File: config.mk
export PLATFORM = sky130hd
export DESIGN_NAME = vga_frame_monitor
export DESIGN_NICKNAME = d
export VERILOG_FILES = /design/src/rtl/vga_frame_monitor.sv
export SDC_FILE = /design/constraint.sdc
export NUM_CORES = 1
export LEC_CHECK = 0
export CORE_MARGIN = 3
export CORE_UTILIZATION = 55
export CTS_CLUSTER_SIZE = 25
export DETAILED_ROUTE_END_ITERATION = 6
export PLACE_DENSITY_LB_ADDON = 0.15
export RECOVER_POWER = 50
export SLEW_MARGIN = 15
export SYNTH_ARGS = -nofsm -noshare
export SYNTH_HDL_FRONTEND = slang
export SYNTH_SLANG_ARGS = --single-unit
File: constraint.sdc
create_clock -name clk -period 11.1 [get_ports clk]
set_input_delay 1.11 -clock clk [delete_from_list [all_inputs] [get_ports clk]]
set_output_delay 1.11 -clock clk [all_outputs]
set_load 0.02 [all_outputs]
File: src/rtl/vga_frame_monitor.sv
// vga_frame_monitor: receive-side timing checker for the VGA output.
// Recovers active-pixel coordinates, measures line/frame geometry, tracks
// lock against the nominal timing and produces a per-frame 24-bit checksum.
module vga_frame_monitor #(
  parameter int unsigned H_ACTIVE    = 640,
  parameter int unsigned H_TOTAL     = 800,
  parameter int unsigned V_ACTIVE    = 480,
  parameter int unsigned V_TOTAL     = 525,
  parameter int unsigned LOCK_FRAMES = 2
) (
  input  logic        clk,
  input  logic        rst,
  input  logic        pix_en,
  input  logic        hsync,
  input  logic        vsync,
  input  logic        blank_n,
  input  logic [23:0] rgb,
  input  logic        clr_err,
  output logic        pix_valid,
  output logic [9:0]  x_out,
  output logic [9:0]  y_out,
  output logic        locked,
  output logic        frame_done,
  output logic [23:0] frame_sum,
  output logic [10:0] line_len,
  output logic [9:0]  frame_lines,
  output logic [3:0]  err
);

  typedef enum logic [1:0] {SEARCH, ALIGN, LOCKED} state_t;

  state_t      state_q;
  logic        en_q, hs_q, vs_q, bl_q, hs_prev_q, vs_prev_q;
  logic [23:0] rgb_q;
  logic [10:0] h_cnt_q, line_len_q;
  logic [9:0]  v_cnt_q, a_cnt_q, act_q, x_q, y_q, frame_lines_q;
  logic [23:0] sum_q, frame_sum_q;
  logic [7:0]  good_q;
  logic        skip_q, bad_q, pix_valid_q, frame_done_q, locked_q;
  logic [3:0]  err_q;

  logic        h_fall, v_fall, checking, line_had_act, any_err, frame_clean;
  logic [10:0] len_meas;
  logic [9:0]  v_cnt_eff, act_eff, a_base, act_base;
  logic [23:0] sum_base;
  logic [3:0]  new_err;

  // Capture the inputs on each strobe and keep the previous sample for edge detection.
  always_ff @(posedge clk) begin
    if (rst) begin
      en_q      <= 1'b0;
      hs_q      <= 1'b0;
      vs_q      <= 1'b0;
      bl_q      <= 1'b0;
      hs_prev_q <= 1'b0;
      vs_prev_q <= 1'b0;
      rgb_q     <= '0;
    end else begin
      en_q <= pix_en;
      if (pix_en) begin
        hs_prev_q <= hs_q;
        vs_prev_q <= vs_q;
        hs_q      <= hsync;
        vs_q      <= vsync;
        bl_q      <= blank_n;
        rgb_q     <= rgb;
      end
    end
  end

  // Edge decode and the measurements closed by this sample; a coincident
  // hsync fall is folded in before the vsync fall closes the frame.
  always_comb begin
    h_fall       = en_q & hs_prev_q & ~hs_q;
    v_fall       = en_q & vs_prev_q & ~vs_q;
    checking     = (state_q != SEARCH);
    len_meas     = (h_cnt_q == '1) ? h_cnt_q : h_cnt_q + 11'd1;
    v_cnt_eff    = v_cnt_q;
    if (h_fall && v_cnt_q != '1) v_cnt_eff = v_cnt_q + 10'd1;
    line_had_act = h_fall && (a_cnt_q != '0);
    act_eff      = act_q;
    if (line_had_act && act_q != '1) act_eff = act_q + 10'd1;
    a_base       = h_fall ? '0 : a_cnt_q;
    act_base     = v_fall ? '0 : act_eff;
    sum_base     = v_fall ? '0 : sum_q;
    new_err[0]   = checking && h_fall && !skip_q && (len_meas != 11'(H_TOTAL));
    new_err[1]   = checking && v_fall && (v_cnt_eff != 10'(V_TOTAL));
    new_err[2]   = checking && line_had_act && (a_cnt_q != 10'(H_ACTIVE));
    new_err[3]   = checking && v_fall && (act_eff != 10'(V_ACTIVE));
    any_err      = |new_err;
    frame_clean  = !bad_q && !any_err;
  end

  // Counters, checksum, sticky errors and the lock state machine.
  always_ff @(posedge clk) begin
    if (rst) begin
      state_q       <= SEARCH;
      h_cnt_q       <= '0;
      line_len_q    <= '0;
      v_cnt_q       <= '0;
      frame_lines_q <= '0;
      a_cnt_q       <= '0;
      act_q         <= '0;
      x_q           <= '0;
      y_q           <= '0;
      sum_q         <= '0;
      frame_sum_q   <= '0;
      good_q        <= '0;
      skip_q        <= 1'b0;
      bad_q         <= 1'b0;
      pix_valid_q   <= 1'b0;
      frame_done_q  <= 1'b0;
      locked_q      <= 1'b0;
      err_q         <= '0;
    end else begin
      pix_valid_q  <= 1'b0;
      frame_done_q <= 1'b0;
      err_q        <= (clr_err ? '0 : err_q) | new_err;
      if (en_q) begin
        h_cnt_q <= h_fall ? '0 : len_meas;
        if (h_fall) line_len_q <= len_meas;
        v_cnt_q <= v_fall ? '0 : v_cnt_eff;
        if (v_fall) begin
          frame_lines_q <= v_cnt_eff;
          frame_sum_q   <= sum_q;
        end
        a_cnt_q <= a_base;
        act_q   <= act_base;
        sum_q   <= sum_base;
        if (bl_q) begin
          pix_valid_q <= 1'b1;
          x_q         <= a_base;
          y_q         <= act_base;
          a_cnt_q     <= (a_base == '1) ? a_base : a_base + 10'd1;
          sum_q       <= sum_base + rgb_q;
        end
        if (h_fall) skip_q <= 1'b0;
        bad_q <= v_fall ? 1'b0 : (bad_q | any_err);
        unique case (state_q)
          SEARCH: begin
            if (v_fall) begin
              state_q <= ALIGN;
              good_q  <= '0;
              skip_q  <= 1'b1;
            end
          end
          ALIGN: begin
            if (v_fall) begin
              if (frame_clean) begin
                if (good_q + 8'd1 >= 8'(LOCK_FRAMES)) begin
                  state_q  <= LOCKED;
                  locked_q <= 1'b1;
                  good_q   <= '0;
                end else begin
                  good_q <= good_q + 8'd1;
                end
              end else begin
                good_q <= '0;
              end
            end else if (any_err) begin
              good_q <= '0;
            end
          end
          LOCKED: begin
            if (v_fall) frame_done_q <= 1'b1;
            if (any_err) begin
              state_q  <= ALIGN;
              locked_q <= 1'b0;
              good_q   <= '0;
              skip_q   <= 1'b1;
            end
          end
          default: state_q <= SEARCH;
        endcase
      end
    end
  end

  assign pix_valid   = pix_valid_q;
  assign x_out       = x_q;
  assign y_out       = y_q;
  assign locked      = locked_q;
  assign frame_done  = frame_done_q;
  assign frame_sum   = frame_sum_q;
  assign line_len    = line_len_q;
  assign frame_lines = frame_lines_q;
  assign err         = err_q;

endmodule
# After elaboration in Yosys (flattened, before gate mapping)
# Index checks and enable logic that the tools add are counted.
# totals
reg_bits,179
elab_cells,122
ram_bits,0
rom_bits,0
in_bits,31
mem_count,0
latch_bits,0
output_inout_bits,72
# classes
n_mux,36
reduce_logical,29
div,0
eq_ne,15
multipliers,0
bitwise,10
n_shift,0
order_cmp,1
addsub,6
# ops
op,n
10-bit two-way mux,7
24-bit two-way mux,2
8-bit two-way mux,5
"10-bit != test, second input constant",4
"10-bit by 1-bit adder with 10-bit output, second input constant",3
24-bit adder,1
8-bit case mux with 3 select lines,1
11-bit two-way mux,2
1-bit logical AND,12
6-bit AND reduction,2
"11-bit by 1-bit adder with 11-bit output, second input constant",1
"11-bit == test, second input constant",1
"11-bit by 10-bit != test with 1-bit output, second input constant",1
"10-bit == test, second input constant",1
1-bit two-way mux,10
2-bit two-way mux,5
"10-bit by 9-bit != test with 1-bit output, second input constant",1
"2-bit != test, second input constant",5
10-bit nonzero test,1
"8-bit by 1-bit adder with 8-bit output, second input constant",1
"8-bit by 2-bit greater-or-equal comparator with 1-bit output, second input constant",1
2-bit case mux with 3 select lines,1
2-bit AND reduction,3
1-bit bitwise AND,4
other kinds (15),22

# Logic depth before layout (Yosys ltp)
# logic_depth
ltp_word,13
depth_mapped,17
ltp_nobuf,14

# Worst setup path before layout
# OpenSTA, ideal clock, no wires.
# synth_timing
path_type,reg2reg
startpoint,register en_q
endpoint,register sum_q[22]
arrival_time_ns,3.566
n_path_buf,3
required_time_ns,10.983
path_stages_with_launch,18
slack_ns,7.417
setup_time_ns,0.117
synth_period_minus_slack_ns,3.683
cell_sequence,dfxtp_1 nand2_1 or2_2 clkbuf_1 clkbuf_1 clkbuf_1 and2_1 ha_1 inv_1 fa_1 nor2b_1 o21ai_0 a21boi_1 o2111ai_1 a41oi_1 o211ai_1 a21o_1 a32o_1
# synth_via
elab_chain_cells,5
# synth_rtl
element,line,text
"start, declared",33,"logic en_q, hs_q, vs_q, bl_q, hs_prev_q, vs_prev_q;"
"start signal, assigned",59,en_q <= pix_en;
1-bit bitwise AND (2 in a row),75,v_fall = en_q & vs_prev_q & ~vs_q;
24-bit two-way mux,85,sum_base = v_fall ? '0 : sum_q;
24-bit adder,135,sum_q <= sum_base + rgb_q;
24-bit two-way mux,130,if (bl_q) begin
"end signal, assigned",129,sum_q <= sum_base;
"end signal, assigned",135,
"end, declared",37,"logic [23:0] sum_q, frame_sum_q;"
# Several ways; a longest one is shown, not always the timed one.
# A chain may end at the register's enable or synchronous reset.

# Final worst setup path
# Same ends and word-level chain as after synthesis.

==> key figures <==
CTS
  • Post-cts hold buffer count: 0
  • Sink count of the clock tree: 179
  • Max H-tree Level: 4
  • Number of resized instances in the post-cts repair step: 0
  • Maximum count of clock buffers along a single path: 2
  • Worst-Skew Late Latency: 0.43 ns
  • CTS root buffer: sky130_fd_sc_hd__clkbuf_16
  • Number of buffers created by CTS: 17
  • Clock transition at the register clock pins on the worst setup and hold paths after CTS: 0.06 ns
  • Post CTS Setup Buffer Count: 0
  • TritonCTS clock tree: built

Yosys
  • Sequential-to-total area share from yosys stat: 39.6%
  • Area share of the largest cell type after synthesis: 39.6%
  • Synthesized Nets: 1,156
  • Flop and latch count out of synthesis: 179
  • Ranking of synthesized cells by area: sky130_fd_sc_hd__dfxtp_1, sky130_fd_sc_hd__nor2_1, sky130_fd_sc_hd__a21oi_1
  • Yosys warning count: 0
  • Post-synthesis average cell area: 8.30 um2
  • Predominant post-synthesis flop cell: sky130_fd_sc_hd__dfxtp_1
  • Synth Cell Area: 0.00905 mm2
  • Proportion of register bits with asynchronous set or reset after synthesis: 0%
  • Cell taking the most area after synthesis: sky130_fd_sc_hd__dfxtp_1
  • Count of flip-flops with a built-in enable after synthesis: 0
  • Cell count after synthesis: 1,091
  • Synth cell types: 83

Global routing
  • Antenna violations before repair: 0
  • Vias in the first global route: 7,453
  • Largest net degree at the start of global routing: 96
  • First-pass GRT wire length: 36.0 mm
  • Remaining Overflow, GRT: 0
  • All-layer global routing usage: 24.1%

Floorplan
  • Placeable core region: 0.0160 mm2
  • IO Count: 103
  • DIE HEIGHT: 134 um
  • X dimension of the die: 134 um
  • Area of the die: 0.0180 mm2
  • Floorplan row count: 46
  • Initial core utilization: 56.6%

STA
  • Fraction of the cycle the final worst path needs: 56.8%
  • Min Clock Period, post-route: 6.30 ns
  • Worst-margin pin slew: 4.00 ns
  • Unrepaired setup endpoints after global routing: no
  • Fin Setup TNS: 0 ns
  • Endpoints failing hold: 0
  • Final setup skew: 0.00992 ns
  • Max-slew headroom at the worst pin: -166%
  • Number of endpoints failing setup at the final stage: 0
  • Count of pins over their slew limit: 286
  • Peak Freq: 0.159 GHz

Cells and area
  • Number of diodes: 0
  • Layout Cell Area excl Fill: 0.0107 mm2
  • Commonest non-fill, non-tap cells in the layout: sky130_fd_sc_hd__dfxtp_1, sky130_fd_sc_hd__nor2_1, sky130_fd_sc_hd__nand2_1
  • Post-layout utilization of the core: 66.8%
  • Layout cells sized above 1: 6.10%
  • Nets: 1,216
  • Post-synthesis to final-layout area growth: 18.0%
  • Leading cell type in the layout, fill and taps excluded: sky130_fd_sc_hd__dfxtp_1

Status
  • Violations in the final reports: max-capacitance violations, max-slew violations
  • Status: finished, violations left

Routing
  • DR vias/cell: 5.76
  • Number of vias after detailed routing: 7,950
  • Detailed Route WL: 21.4 mm
  • Average wire length per cell after detail routing: 15.5 um
  • Final antenna-violating net count: 0
  • Iteration-0 DRC Markers: 442
  • Residual DRC: 0
  • Number of detailed-routing iterations run before antenna repair: 5

Power
  • Areal power density over the cells: 122 mW/mm2
  • Net switching power figure: 0.306 mW
  • Share of power burned in combinational logic: 5.5%
  • Share of power burned in registers: 50.6%
  • Cell-internal power: 1.00 mW
  • Clk network pwr share: 44.0%
  • Lkg Pwr: 4.09 nW
  • Switch share: 23.4%
  • VDD IR-drop max: 115 uV

Worst setup path
  • Kind of start point of the critical path: flop
  • Worst Reg2Reg Path Length in Cells: 12
  • Most common cell on crit path: sky130_fd_sc_hd__nand2_1
  • Ordered list of cells on the worst path: nand2_1, or2_0, nand2_1, fa_1, nor2b_1, o21ai_0, a21boi_1, o2111ai_1, a41oi_1, o211ai_1, a21o_1, a32o_1
  • Master of the slowest instance on the critical path: sky130_fd_sc_hd__or2_0
  • Critical-path maximum fanout: 62
  • Worst path max stage delay: 2.42 ns
  • Kind of end point of the critical path: flop
  • Data required time at the worst endpoint: 11.42 ns
  • Kind of critical path: flop to flop
  • Worst EP arrival: 6.63 ns

Placed design
  • Post-detail-place hpwl: 14.4 mm
  • Total cell area at the placement stage: 0.0101 mm2
  • Global placement routability congestion: 0.909
  • Count of port buffers added during placement: 102

Hold path
  • Worst hold path class: flop to flop
  • Worst Hold Depth: 2

Run
  • Max Cap Violations: 5
==> synthesized netlist by cell type, types with 5 or more instances <==
master	number
sky130_fd_sc_hd__a211oi_1	22
sky130_fd_sc_hd__a21oi_1	101
sky130_fd_sc_hd__a22oi_1	12
sky130_fd_sc_hd__a31oi_1	8
sky130_fd_sc_hd__a32oi_1	5
sky130_fd_sc_hd__and2_1	27
sky130_fd_sc_hd__and3_1	9
sky130_fd_sc_hd__buf_1	10
sky130_fd_sc_hd__buf_2	12
sky130_fd_sc_hd__clkbuf_1	42
sky130_fd_sc_hd__dfxtp_1	179
sky130_fd_sc_hd__ha_1	33
sky130_fd_sc_hd__inv_1	27
sky130_fd_sc_hd__mux2i_1	35
sky130_fd_sc_hd__nand2_1	126
sky130_fd_sc_hd__nand2b_1	9
sky130_fd_sc_hd__nand3_1	35
sky130_fd_sc_hd__nand4_1	11
sky130_fd_sc_hd__nor2_1	148
sky130_fd_sc_hd__nor2b_1	10
sky130_fd_sc_hd__nor3_1	33
sky130_fd_sc_hd__nor3b_2	6
sky130_fd_sc_hd__o211ai_1	10
sky130_fd_sc_hd__o21ai_0	32
sky130_fd_sc_hd__or3_1	12
sky130_fd_sc_hd__xnor2_1	19
sky130_fd_sc_hd__xor2_1	12
==> sequential cells by signal, summed over array words and instances, names as in the netlist, 2 cells and up <==
signal	count
good_q	8
v_cnt_q	10
a_cnt_q	10
frame_sum	24
act_q	10
frame_lines	10
y_out	10
x_out	10
err	4
rgb_q	24
sum_q	24
state_q	2
line_len	11
h_cnt_q	11
==> worst paths after layout <==
kind                 startpoint             to  slack [ns]
setup / recovery           en_q      sum_q[22]        4.80
hold / removal    frame_sum[19]  frame_sum[19]        0.45
setup reg to reg           en_q      sum_q[22]        4.80
hold reg to reg   frame_sum[19]  frame_sum[19]        0.45
==> power by group through the flow <==
stage | Sequential (mW) | Combinational, mW | Clock [mW]
after floorplan | 0.670 | 0.0496 | 0
after global placement | 0.675 | 0.0697 | 0
after detailed placement | 0.675 | 0.0708 | 0
after CTS | 0.661 | 0.0715 | 0.584
after global routing | 0.661 | 0.0798 | 0.613
final | 0.661 | 0.0717 | 0.574
==> routing by layer <==
metal,routed length (um),track usage [%],up-vias
met5,0,0,-
met1,10100,32.5,3754
met3,935,5.40,27
li1,-,-,3989
met4,291,6.33,0
met2,10100,39.1,180
==> area by class of cell <==
type	instances	area (um2)
fill	1421	5320
sequential	179	3580
tap	216	270
multi-input combinational	818	5100
inverter	27	101
timing repair buffer	108	1070
clock inverter	13	111
clock buffer	19	453
==> cells by family after synthesis <==
logic type	after synthesis	share of synthesized area (%)
multiplexers	36	3.99
AND/OR/NAND/NOR	462	25.5
XOR/XNOR	31	3.00
buffers and inverters	94	4.23
adder cells (fa/ha/maj)	34	4.78
flip-flops	179	39.6
AO/OA/AOI/OAI	255	18.9
==> critical path, delay by kind of cell, from the launching register on <==
kind	cells	cell delay, ns
AO/OA/AOI/OAI	7	1.86
adder cells (fa/ha/maj)	1	0.58
flip-flops	1	0.56
AND/OR/NAND/NOR	4	3.18
==> stage by stage <==
stage          total power, mW  cells  worst slack (ns)  hold slack [ns]
2_1_floorplan            0.720   1091              7.42            0.432
3_3_place_gp             0.745   1347              6.60            0.444
3_5_place_dp             0.746   1347              6.49            0.444
4_1_cts                   1.32   1379              6.42            0.456
5_1_grt                   1.35   1380              4.20            0.468
6_report                  1.31   1380              4.80            0.451
Power figures use the tool's default switching activity.
